<file path="config.mk">
export PLATFORM = sky130hd
export DESIGN_NAME = iic_cmd_queue
export DESIGN_NICKNAME = d
export VERILOG_FILES = /design/src/rtl/iic_cmd_queue.sv
export SDC_FILE = /design/constraint.sdc
export NUM_CORES = 1
export LEC_CHECK = 0
export BUFFER_PORTS_ARGS = -buffer_cell sky130_fd_sc_hd__buf_2
export CAP_MARGIN = 30
export CORE_ASPECT_RATIO = 0.7
export CORE_MARGIN = 2
export CORE_UTILIZATION = 64
export DETAILED_ROUTE_END_ITERATION = 6
export HOLD_SLACK_MARGIN = 0.03
export PLACE_DENSITY = 0.84
export SLEW_MARGIN = 20
export SYNTH_ARGS = -nofsm -noshare
export SYNTH_HDL_FRONTEND = slang
export SYNTH_SLANG_ARGS = --single-unit
</file>
<file path="constraint.sdc">
create_clock -name clk_i -period 10 [get_ports clk_i]
set_input_delay 1 -clock clk_i [delete_from_list [all_inputs] [get_ports clk_i]]
set_output_delay 1 -clock clk_i [all_outputs]
set_load 0.01 [all_outputs]
</file>
<file path="src/rtl/iic_cmd_queue.sv">
// Command FIFO plus retry sequencer in front of iic_drive.
// Each accepted command produces exactly one response, and responses come back in FIFO order.
module iic_cmd_queue #(
    parameter int DEPTH     = 8,
    parameter int AW        = 3,
    parameter int MAX_RETRY = 2,
    parameter int BUSY_WAIT = 15,
    parameter int RETRY_GAP = 100
) (
    input  logic          clk_i,
    input  logic          rst_n,
    input  logic          cmd_valid,
    output logic          cmd_ready,
    input  logic          cmd_wr_rd,
    input  logic [7:0]    cmd_dev_addr,
    input  logic [15:0]   cmd_reg,
    input  logic [7:0]    cmd_data,
    output logic          wr_rd_flag,
    output logic          start_en,
    output logic [7:0]    i2c_device_addr,
    output logic [15:0]   register,
    output logic [7:0]    data_byte,
    input  logic          busy,
    input  logic          err,
    input  logic [7:0]    rd_data,
    output logic          rsp_valid,
    output logic          rsp_err,
    output logic [7:0]    rsp_rd_data,
    output logic [15:0]   rsp_reg,
    output logic [AW:0]   queue_level,
    output logic          q_busy
);

    localparam int WW = (BUSY_WAIT > 0) ? $clog2(BUSY_WAIT + 1) : 1;
    localparam int GW = (RETRY_GAP > 0) ? $clog2(RETRY_GAP + 1) : 1;
    localparam int RW = (MAX_RETRY > 0) ? $clog2(MAX_RETRY + 1) : 1;
    localparam logic [AW:0] FULL = (AW+1)'(DEPTH);

    typedef enum logic [2:0] {
        S_IDLE, S_LOAD, S_START, S_WAIT_H, S_WAIT_L, S_CHECK, S_GAP, S_RESP
    } state_t;

    logic [32:0]   mem_q [DEPTH];
    logic [AW-1:0] wr_ptr_q, rd_ptr_q;
    logic [AW:0]   level_q, level_d;
    logic          ready_q;
    logic          push, pop;

    state_t        state_q;
    logic [32:0]   cmd_q;
    logic [7:0]    rd_q;
    logic          fail_q;
    logic [RW-1:0] retry_q;
    logic [WW-1:0] wait_q;
    logic [GW-1:0] gap_q;
    logic          wr_rd_q, start_q;
    logic [7:0]    dev_q, data_q;
    logic [15:0]   reg_q;
    logic          rsp_valid_q, rsp_err_q;
    logic [7:0]    rsp_rd_q;
    logic [15:0]   rsp_reg_q;

    assign push = cmd_valid & ready_q;
    assign pop  = (state_q == S_IDLE) && (level_q != '0) && !busy;

    always_comb begin
        level_d = level_q;
        if (push && !pop)
            level_d = level_q + (AW+1)'(1);
        else if (!push && pop)
            level_d = level_q - (AW+1)'(1);
    end

    always_ff @(posedge clk_i) begin
        if (push)
            mem_q[wr_ptr_q] <= {cmd_wr_rd, cmd_dev_addr, cmd_reg, cmd_data};
    end

    // cmd_ready is registered from the next level, so a push on the last free slot drops it at once
    always_ff @(posedge clk_i or negedge rst_n) begin
        if (!rst_n) begin
            wr_ptr_q <= '0;
            rd_ptr_q <= '0;
            level_q  <= '0;
            ready_q  <= 1'b0;
        end else begin
            if (push)
                wr_ptr_q <= wr_ptr_q + AW'(1);
            if (pop)
                rd_ptr_q <= rd_ptr_q + AW'(1);
            level_q <= level_d;
            ready_q <= (level_d != FULL);
        end
    end

    always_ff @(posedge clk_i or negedge rst_n) begin
        if (!rst_n) begin
            state_q     <= S_IDLE;
            cmd_q       <= '0;
            rd_q        <= '0;
            fail_q      <= 1'b0;
            retry_q     <= '0;
            wait_q      <= '0;
            gap_q       <= '0;
            wr_rd_q     <= 1'b0;
            start_q     <= 1'b0;
            dev_q       <= '0;
            reg_q       <= '0;
            data_q      <= '0;
            rsp_valid_q <= 1'b0;
            rsp_err_q   <= 1'b0;
            rsp_rd_q    <= '0;
            rsp_reg_q   <= '0;
        end else begin
            start_q     <= 1'b0;
            rsp_valid_q <= 1'b0;
            case (state_q)
                S_IDLE: begin
                    if (pop) begin
                        cmd_q   <= mem_q[rd_ptr_q];
                        retry_q <= '0;
                        state_q <= S_LOAD;
                    end
                end
                S_LOAD: begin
                    {wr_rd_q, dev_q, reg_q, data_q} <= cmd_q;
                    start_q <= 1'b1;
                    state_q <= S_START;
                end
                S_START: begin
                    wait_q  <= WW'(BUSY_WAIT);
                    fail_q  <= 1'b0;
                    state_q <= S_WAIT_H;
                end
                S_WAIT_H: begin
                    if (busy) begin
                        state_q <= S_WAIT_L;
                    end else if (wait_q == '0) begin
                        fail_q  <= 1'b1;
                        state_q <= S_CHECK;
                    end else begin
                        wait_q <= wait_q - WW'(1);
                    end
                end
                S_WAIT_L: begin
                    if (!busy) begin
                        fail_q  <= err;
                        rd_q    <= rd_data;
                        state_q <= S_CHECK;
                    end
                end
                S_CHECK: begin
                    if (fail_q && (retry_q < RW'(MAX_RETRY))) begin
                        retry_q <= retry_q + RW'(1);
                        gap_q   <= GW'(RETRY_GAP);
                        state_q <= S_GAP;
                    end else begin
                        rsp_valid_q <= 1'b1;
                        rsp_err_q   <= fail_q;
                        rsp_rd_q    <= (wr_rd_q && !fail_q) ? rd_q : 8'h00;
                        rsp_reg_q   <= reg_q;
                        state_q     <= S_RESP;
                    end
                end
                S_GAP: begin
                    if (gap_q == '0) begin
                        start_q <= 1'b1;
                        state_q <= S_START;
                    end else begin
                        gap_q <= gap_q - GW'(1);
                    end
                end
                S_RESP:  state_q <= S_IDLE;
                default: state_q <= S_IDLE;
            endcase
        end
    end

    assign cmd_ready       = ready_q;
    assign queue_level     = level_q;
    assign q_busy          = (level_q != '0) || (state_q != S_IDLE);
    assign wr_rd_flag      = wr_rd_q;
    assign start_en        = start_q;
    assign i2c_device_addr = dev_q;
    assign register        = reg_q;
    assign data_byte       = data_q;
    assign rsp_valid       = rsp_valid_q;
    assign rsp_err         = rsp_err_q;
    assign rsp_rd_data     = rsp_rd_q;
    assign rsp_reg         = rsp_reg_q;

endmodule

</file>
==> results.txt <==
- Clock tree synthesis found a total of 393 sinks.
* Worst setup path class: flip-flop to flip-flop
* Max-capacitance violation count: 0
- For the worst flop-to-flop path, the logic depth is 6.
- Worst-path cell chain: and3b_1, nand2_1, clkinv_1, nor2_1, nor2_1, mux2i_1
* Fin. max-slew vios: 0
- Routed Antenna Nets: 0
- Instance count of the mapped netlist: 874
- TritonCTS clock tree: yes
* Ratio of cells with drive above 1 in the final layout: 29.8%
* Endpoint class of the critical path: flip-flop
* Startpoint types: flip-flop
- Registers with the most flip-flops: mem_q x264, cmd_q x33
* Total number of placement rows: 47
* Area of the placeable core: 23500 sq um
* Overall power: 0.00515 W
- Ranked by total cell area, the synthesized netlist is headed by sky130_fd_sc_hd__edfxtp_1, sky130_fd_sc_hd__dfrtp_1, sky130_fd_sc_hd__mux4_2, sky130_fd_sc_hd__nand2_1, sky130_fd_sc_hd__mux2_2.
* Achievable clock frequency: 0.309 GHz
* CP dominant cell by count: sky130_fd_sc_hd__nor2_1
- CTS built an H-tree with a depth of 2.
* Leading register cell type out of synthesis: sky130_fd_sc_hd__edfxtp_1
- Largest fanout on the critical path: 28
- Required time at the endpoint of the critical path: 10.45 ns
- Final WS setup: 6.77 ns
* Root buf cell: sky130_fd_sc_hd__clkbuf_16
* DR WL/cell: 22.9 um
- Most frequent cell after synthesis: sky130_fd_sc_hd__edfxtp_1
- Using the TritonRoute via totals, the vias-per-cell ratio works out to 6.11.
- Post-synthesis async set-or-reset flop share: 32.8%
- Pin count of the biggest net entering global routing: 69
- DRC violations left: 0
- The number of nets handed over by synthesis was 927.
* Global placement routability congestion: 0.786
- The synthesized design devotes to its leading area cell type 52.3% of total area.
* Cell taking the most area after synthesis: sky130_fd_sc_hd__edfxtp_1
* Iteration count of the initial detailed-routing pass: 5
- Global route total overflow: 0
- The multi-input combinational cells in the finished layout cover a total of 3830 sq um.
* Wire length of the first global-routing pass: 48700 um
- Power per cell area: 297 nW/um^2
* Clock-pin slew of the registers on the worst-case setup and hold paths: 0.06 ns
* Drt first-iter violations: 847
- The startpoint identified for the worst register-to-register timing path is state_q[2].
- Clk_lat worst skew: 0.54 ns
- Fin crit period: 3.23 ns
- Arrival time worst endpoint: 3.68 ns
- The routed layout has 8222 vias.
* Top cell types by occurrence after synthesis: sky130_fd_sc_hd__edfxtp_1, sky130_fd_sc_hd__dfrtp_1, sky130_fd_sc_hd__nand2_1, sky130_fd_sc_hd__mux4_2, sky130_fd_sc_hd__o21ai_0
- A synthesized cell averages 17.3 sq um.
- Total die area: 24900 sq um
* Sequential fraction of the synthesis area: 73.6%
- OpenSTA, run right after detailed placement, puts the worst setup slack at 6.78 ns.
- The number of different library cells used by synthesis comes to 46.
- During I/O placement, the number of pins put on the boundary was 112.
- The flow ran to the end, and the final reports show no timing, DRC or antenna violations.
- Gates resized during post-CTS repair numbered 0.
- Buffer depth of the longest clock path: 3
- Hold violation count in the final report: 0
* Number of antenna violations at the first check in global routing: 1
* Total of fill cells in the finished design: 1314
- Number of enable-type register cells in the synthesized netlist: 264
- Min-delay worst type: primary input to async pin
- R2R Setup Slk: 6.77 ns
* Largest stage delay on the critical path: 0.93 ns
- After routing, the total negative slack on setup checks comes to 0 ns.
* Unrepaired setup endpoints after global routing: false
- Register area: 11200 sq um
* DP Wirelength: 17600 um
- Clock tree synthesis inserted a total of 36 buffers.
- Count of buffers added by post-CTS timing repair for setup: 0
* Nets: 1051
* Starting density of the core: 64.6%
* Post-route fraction of the period consumed by the critical path: 32.3%
* Number of flip-flops in the largest register: 264
- In this run, synthesis produced a sequential element count of 393.
- Transition time of the tightest slew-check pin: 0.963 ns
* DRT Wirelength: 30800 um
* Final Hold Slack: 0.416 ns
* Synthesis-to-layout area growth: 14.6%
* Endpoint of the worst register-to-register path: gap_q[5]
- Across the routed clock network, the largest skew measured is 0.0222 ns.
- Register with the highest flop count: mem_q
* Final number of setup-violating endpoints: 0
- Global routing used 25.9% of the available tracks across all layers.
* Horizontal die dimension: 188 um
- Relative slew slack: 35.8%
- In this run the tool buffered the top-level ports with 111 buffer cells.
* Worst vdd rail ir drop: 0.185 mV
- The analysis attributes to cell leakage a power of 6.60 nW.
- Vias in the first global route: 8465
- CP max stage cell: sky130_fd_sc_hd__clkinv_1
- Vertical die dimension: 133 um
- Number of buffers inserted by hold repair at cts: 0
- The synthesized netlist occupies a cell area of 15200 sq um.
- During synthesis, Yosys emitted a total of 0 warnings.
area by class of cell:
| type | count | area share [%] |
|---|---|---|
| antenna | 1 | 0.0144 |
| clock buffer | 55 | 6.06 |
| clock inverter | 11 | 0.504 |
| inverter | 11 | 0.238 |
| multi-input combinational | 427 | 22.0 |
| sequential | 393 | 64.2 |
| tap | 318 | 2.29 |
| timing repair buffer | 129 | 4.60 |
layer usage:
layer / wire length (um) / up-vias / track usage [%]
met2: 15500 / 349 / 41.5
li1: - / 3562 / -
met1: 12500 / 4252 / 36.9
met4: 766 / 0 / 8.57
met3: 2030 / 59 / 4.72
met5: 0 / - / 0
worst max-delay path by stage:
stage | startpoint | end | slack, ns | cells after the start
finish | state_q[2] | gap_q[5] | 6.77 | 6
global route | state_q[2] | gap_q[5] | 6.49 | 6
CTS | state_q[2] | gap_q[5] | 6.82 | 6
detailed placement | cmd_valid | mem_q[1][13] | 6.78 | 4
global placement | cmd_valid | mem_q[1][14] | 6.94 | 4
floorplan | cmd_valid | mem_q[0][0] | 5.03 | 3
logic make-up after synthesis:
logic type | after synthesis | share of synthesized area, %
buffers and inverters | 54 | 1.49
AOI/OAI and AO/OA | 71 | 2.77
and+or+nand+nor | 194 | 5.56
xor gates and xnor gates | 12 | 0.743
adders and majority gates | 7 | 0.578
muxes | 143 | 15.2
DFF | 393 | 73.6
cells in the final DEF, fill, tap and decap left out, types with 18 or more instances in the layout:
cell and count:
sky130_fd_sc_hd__buf_2 111, sky130_fd_sc_hd__clkbuf_16 37, sky130_fd_sc_hd__dfrtp_1 126, sky130_fd_sc_hd__edfxtp_1 264, sky130_fd_sc_hd__mux2_2 41, sky130_fd_sc_hd__mux2i_1 36, sky130_fd_sc_hd__mux4_2 66, sky130_fd_sc_hd__nand2_1 127
sky130_fd_sc_hd__nor2_1 18, sky130_fd_sc_hd__o21ai_0 48
stage by stage:
| stage | instance area [sq um] | std cells | util, % |
|---|---|---|---|
| after detailed placement | 16200 | 1277 | 69.1 |
| after floorplan | 15200 | 874 | - |
| after global routing | 17400 | 1345 | 74.0 |
| after global placement | 16100 | 1270 | 68.5 |
| final | 17400 | 1345 | 74.0 |
| after CTS | 17400 | 1343 | 74.0 |
power by group:
| part | switching (W) | total (W) | internal [W] | leakage [nW] |
|---|---|---|---|---|
| Combinational | 0.000738 | 0.00139 | 0.000654 | 2.07 |
| Sequential | 0.000269 | 0.00242 | 0.00215 | 3.98 |
| Clock | 0.000583 | 0.00134 | 0.000757 | 0.558 |
worst max-delay path, delay by kind of cell (launching register included):
| family | cells | cell delay, ns |
|---|---|---|
| AND/OR/NAND/NOR | 4 | 1.52 |
| flip-flops | 1 | 0.58 |
| buffers and inverters | 1 | 0.93 |
| multiplexers | 1 | 0.12 |
Note: power is estimated with default switching activity, not from simulation.
